**config.mk**
```make
export PLATFORM = sky130hd
export DESIGN_NAME = board_update_ctrl
export DESIGN_NICKNAME = d
export VERILOG_FILES = /design/src/rtl/board_update_ctrl.sv
export SDC_FILE = /design/constraint.sdc
export NUM_CORES = 1
export LEC_CHECK = 0
export BUFFER_PORTS_ARGS = -buffer_cell sky130_fd_sc_hd__buf_2
export CORE_AREA = 2 2 224 226
export CTS_BUF_LIST = sky130_fd_sc_hd__clkbuf_2
export CTS_CLUSTER_SIZE = 20
export DETAILED_ROUTE_END_ITERATION = 10
export DIE_AREA = 0 0 226 228
export SLEW_MARGIN = 20
export SYNTH_ARGS = -nofsm -noshare
export SYNTH_HDL_FRONTEND = slang
export SYNTH_SLANG_ARGS = --single-unit
```
**constraint.sdc**
```tcl
create_clock -name clk -period 7.7 [get_ports clk]
set_input_delay 0.77 -clock clk [delete_from_list [all_inputs] [get_ports clk]]
set_output_delay 0.77 -clock clk [all_outputs]
set_load 0.03 [all_outputs]
```
**src/rtl/board_update_ctrl.sv**
```systemverilog
// Chess board state owner: accepts one move at a time and commits it only during vertical blanking.
// Optional MOVE_COUNTER_EN builds a saturating half-move counter on move_cnt.
module board_update_ctrl #(
    parameter int PIECE_W = 4,
    parameter int CNT_W   = 10
) (
    input  logic                   clk,
    input  logic                   reset,
    input  logic                   vblank,
    input  logic                   new_game,
    input  logic                   req_valid,
    output logic                   req_ready,
    input  logic [5:0]             req_src,
    input  logic [5:0]             req_dst,
    output logic [64*PIECE_W-1:0]  board_flat,
    output logic                   done,
    output logic                   err,
    output logic [PIECE_W-1:0]     captured,
    output logic [CNT_W-1:0]       move_cnt
);

    typedef enum logic [1:0] {
        S_IDLE,
        S_WAIT_VBL,
        S_APPLY,
        S_DONE
    } state_t;

    state_t                     r_state;
    state_t                     w_next;
    logic [63:0][PIECE_W-1:0]   r_board;
    logic [5:0]                 r_src;
    logic [5:0]                 r_dst;
    logic                       r_err;
    logic [PIECE_W-1:0]         r_captured;
    logic [PIECE_W-1:0]         w_src_code;
    logic [PIECE_W-1:0]         w_dst_code;
    logic                       w_err;
    logic                       w_accept;
    logic                       w_commit;

    function automatic logic [63:0][PIECE_W-1:0] start_board();
        logic [63:0][PIECE_W-1:0] b;
        logic [2:0]               t;
        b = '0;
        for (int unsigned c = 0; c < 8; c++) begin
            case (c)
                0, 7:    t = 3'd4;
                1, 6:    t = 3'd2;
                2, 5:    t = 3'd3;
                3:       t = 3'd5;
                default: t = 3'd6;
            endcase
            b[6'(c)][3]        = 1'b1;
            b[6'(c)][2:0]      = t;
            b[6'(8 + c)][3:0]  = 4'h9;
            b[6'(48 + c)][3:0] = 4'h1;
            b[6'(56 + c)][2:0] = t;
        end
        return b;
    endfunction

    assign w_src_code = r_board[r_src];
    assign w_dst_code = r_board[r_dst];
    assign w_err      = (w_src_code == '0) || (r_src == r_dst) ||
                        ((w_dst_code != '0) && (w_dst_code[3] == w_src_code[3]));
    assign w_accept   = (r_state == S_IDLE) && req_valid && !new_game;
    assign w_commit   = (r_state == S_APPLY) && !new_game;

    always_ff @(posedge clk or posedge reset) begin
        if (reset) begin
            r_state <= S_IDLE;
        end else begin
            r_state <= w_next;
        end
    end

    always_comb begin
        w_next = r_state;
        case (r_state)
            S_IDLE:     if (req_valid) w_next = S_WAIT_VBL;
            S_WAIT_VBL: if (vblank)    w_next = S_APPLY;
            S_APPLY:    w_next = S_DONE;
            S_DONE:     w_next = S_IDLE;
            default:    w_next = S_IDLE;
        endcase
        if (new_game) begin
            w_next = S_IDLE;
        end
    end

    always_comb begin
        req_ready = (r_state == S_IDLE) && !new_game;
        done      = (r_state == S_DONE);
    end

    always_ff @(posedge clk or posedge reset) begin
        if (reset) begin
            r_src <= '0;
            r_dst <= '0;
        end else if (w_accept) begin
            r_src <= req_src;
            r_dst <= req_dst;
        end
    end

    // new_game outranks an in-flight commit, so a move in APPLY is discarded.
    always_ff @(posedge clk or posedge reset) begin
        if (reset) begin
            r_board <= start_board();
        end else if (new_game) begin
            r_board <= start_board();
        end else if (w_commit && !w_err) begin
            r_board[r_dst] <= w_src_code;
            r_board[r_src] <= '0;
        end
    end

    always_ff @(posedge clk or posedge reset) begin
        if (reset) begin
            r_err      <= 1'b0;
            r_captured <= '0;
        end else if (w_commit) begin
            r_err      <= w_err;
            r_captured <= w_err ? '0 : w_dst_code;
        end
    end

`ifdef MOVE_COUNTER_EN
    logic [CNT_W-1:0] r_move_cnt;

    always_ff @(posedge clk or posedge reset) begin
        if (reset) begin
            r_move_cnt <= '0;
        end else if (new_game) begin
            r_move_cnt <= '0;
        end else if (w_commit && !w_err && (r_move_cnt != '1)) begin
            r_move_cnt <= r_move_cnt + 1'b1;
        end
    end

    assign move_cnt = r_move_cnt;
`else
    assign move_cnt = '0;
`endif

    assign board_flat = r_board;
    assign err        = r_err;
    assign captured   = r_captured;

endmodule

```
==> flow_summary.ini <==
[yosys]
synth_top_flop_cell = sky130_fd_sc_hd__dfrtp_1
synthesized_instance_count = 1645
yosys_register_bits = 275
synth_area_um2 = 16980
synth-edff-count = 0
syn-mean-instance-area_um2 = 10.32
synth_sequential_area_ratio_pct = 40.95
synthArstFlopShare_pct = 100.0
library_cells_used_by_synthesis = 78
yosys_warnings = 0

[worst_setup_path]
timing.setup.critical_path_class = reg2reg
endpoint_kind = flip-flop
critical_path.startpoint = r_dst[1]
critical_path.reg2reg.startpoint = r_dst[1]
critPathRequiredTime_ps = 8620
critPathArrivalTime_ps = 7550
count_of_cells_along_the_worst_register_to_register_path = 10
critPathMaxFanout = 33
rr_endpoint = board_flat[87]
crit_path_start_kind = flip-flop
reg2reg_slack_ps = 1070

[floorplanning]
num_io_pins = 290
chipHeight_um = 228
starting_utilization_of_the_core_area_pct = 34.40
floorplan.core_area_um2 = 49350
fp.dieW_um = 226
die-area_um2 = 51530
fp-row-count = 82

[power]
switchingPower_mw = 3.357
power.leakage_nw = 8.519
clock_power_share_pct = 18.0
share_comb_of_total_power_pct = 51.3
sw_frac_of_total_pct = 54.53
power_frac_seq_pct = 30.8
power_density_nw_per_um2 = 311.7
ir_drop_mv = 0.1599
cellInternalPower_mw = 2.799
p_total_mw = 6.156

[grt]
grt_use_total_pct = 34.53
pin_count_of_the_biggest_net_entering_global_routing = 143
gr-total-overflow = 0
grt_antenna_before_repair = 4
grt_pass1_wl_um = 128300
grt_pass1_vias = 17430

[finish]
final_common_cell = sky130_fd_sc_hd__buf_2
final_nets = 1920
stdcell_area_um2 = 19750
fraction_of_final_layout_cells_with_drive_strength_greater_than_1_pct = 32.53
mostFrequentLayoutCells = 278 x sky130_fd_sc_hd__buf_2, 213 x sky130_fd_sc_hd__dfrtp_1, 174 x sky130_fd_sc_hd__a22o_1
post-route-util_pct = 40.02
syn2layout_area_growth_pct = 16.32

[sta]
setup_viol_count_final = 0
slew_viol_final = 0
worst-slew-pin-transition_ps = 1242
fin_crit_sh_pct = 86.09
finClkSkew_ps = 76.45
period_needed_ps = 6629
final.setup.tns_ps = 0
maxClockFrequency_ghz = 0.1508
slew_headroom_pct = 17.02
grt_setup_unrepaired = false
timing.final.hold_violations = 0
worst_hold_slack_after_final_layout_ps = 198.2

[clocking]
clk_pin_slew_ps = 100
clock_tree.root_cell = sky130_fd_sc_hd__clkbuf_2
clock_tree_buf_depth = 3
clkLatencyLatePin_ps = 1080
cts-buffers-inserted = 76
cts_num_sinks = 275
cts_htree_levels = 3
cts_tree = yes

[route]
via_per_inst = 6.821
drt-total-wl_um = 90300
first_iter_violations = 2477
drtPass1Iterations = 8
post-route-drc-count = 0
wl_per_cell_um = 34.36
drtAntennaViolNets = 0
route.vias.total = 17930

[min_path]
hold_path.class = in2reg
whs_path_depth = 4
whs_endpoint = r_state[1]
min_from = vblank

[place]
dpl-instance-area_um2 = 18910
placer_congestion_estimate = 1.046
numPortBuffers = 279
post_detailed_placement_half_perimeter_wirelength_um = 62900

[outcome]
run_status = complete, no violations

[flow_run]
drv_cap = 0
[cells in the mapped netlist, types with 22 or more instances]
library cell | instances | area (µm²)
sky130_fd_sc_hd__o21ai_0 | 50 | 250.2
sky130_fd_sc_hd__nand2_1 | 100 | 375.4
sky130_fd_sc_hd__clkbuf_1 | 94 | 352.8
sky130_fd_sc_hd__buf_4 | 23 | 172.7
sky130_fd_sc_hd__nor3_1 | 38 | 190.2
sky130_fd_sc_hd__nor2_1 | 68 | 255.2
sky130_fd_sc_hd__dfstp_2 | 56 | 1471
sky130_fd_sc_hd__a211oi_1 | 23 | 172.7
sky130_fd_sc_hd__mux4_2 | 25 | 563.0
sky130_fd_sc_hd__a22o_1 | 174 | 1524
sky130_fd_sc_hd__o22ai_1 | 81 | 506.7
sky130_fd_sc_hd__dfrtp_1 | 219 | 5480
sky130_fd_sc_hd__mux2i_1 | 118 | 1181
sky130_fd_sc_hd__a22oi_1 | 44 | 330.3
sky130_fd_sc_hd__a21oi_1 | 55 | 275.3
sky130_fd_sc_hd__buf_2 | 50 | 250.2
sky130_fd_sc_hd__a221o_1 | 51 | 510.5
sky130_fd_sc_hd__a32o_1 | 22 | 220.2
sky130_fd_sc_hd__mux2_2 | 61 | 686.9
sky130_fd_sc_hd__a221oi_1 | 41 | 359.1
[critical path, cell delays in order, from the launching register on]
cell and delay [ps]:
sky130_fd_sc_hd__dfrtp_2 880, sky130_fd_sc_hd__nand2b_1 860, sky130_fd_sc_hd__nor2_1 490, sky130_fd_sc_hd__a222oi_1 550, sky130_fd_sc_hd__o2bb2ai_1 200, sky130_fd_sc_hd__nor4_1 850, sky130_fd_sc_hd__nand4_1 630, sky130_fd_sc_hd__a21boi_4 690
sky130_fd_sc_hd__buf_4 590, sky130_fd_sc_hd__mux2_2 430, sky130_fd_sc_hd__a22o_1 190
[flip-flops by register name (all words and copies together), names as in the netlist]
register and cells:
board_flat 256, r_dst 6, r_src 6, captured 4, r_state 2, err 1
[power by group through the flow]
stage	sequential, mW	combinational [mW]	clock [mW]
floorplan	1.59	1.95	0
global placement	1.89	2.98	0
detailed placement	1.89	2.98	0
CTS	1.87	2.99	1.13
global route	1.89	3.16	1.22
finish	1.89	3.16	1.11
[through the flow]
step / cells / worst slack (ps)
after floorplan: 1654 / 3338
after global placement: 2479 / 1201
after detailed placement: 2479 / 1536
after CTS: 2624 / 1427
after global routing: 2628 / 1376
final: 2628 / 1071
[worst max path at each step]
stage                                 end  slack, ps  cells after the start
after global routing      board_flat[171]       1380                     10
after floorplan             board_flat[0]       3340                      1
final                      board_flat[87]       1070                     10
after detailed placement  board_flat[171]       1540                     11
after global placement    board_flat[163]       1200                     11
after CTS                  board_flat[87]       1430                     10
[cell type report]
| class | count | area (µm²) |
|---|---|---|
| Antenna cell | 4 | 10.01 |
| Clock buffer | 113 | 565.5 |
| Clock inverter | 19 | 133.9 |
| Fill cell | 4981 | 29600 |
| Inverter | 20 | 78.83 |
| Multi-Input combinational cell | 1180 | 9201 |
| Sequential cell | 275 | 6967 |
| Tap cell | 672 | 840.8 |
| Timing Repair Buffer | 345 | 1952 |
[what timing repair did]
action | CTS | global route
endpoints found under the hold margin | 65 | 0
hold buffers | 13 | 0
resized for setup | 0 | 0
setup buffers | 0 | 0
[layer usage]
layer / vias to the layer above / global-route usage [%] / routed length (µm)
li1: 7077 / - / -
met1: 9098 / 46.58 / 35510
met2: 1431 / 50.67 / 39120
met3: 314 / 8.114 / 10000
met4: 6 / 19.47 / 5631
met5: - / 0 / 34
[kinds of logic (layout without fill, tap and decap cells)]
group,count (synthesis),after routing,share of synthesized area (%)
compound gates,629,629,28.75
xor+xnor,8,8,0.4127
fa+ha+maj,5,5,0.3685
buf+inv,199,497,5.542
flops,275,275,40.95
mux,206,206,14.45
other cells,1,14,0.02209
simple gates,322,322,9.507
(Power assumes the default switching activity.)
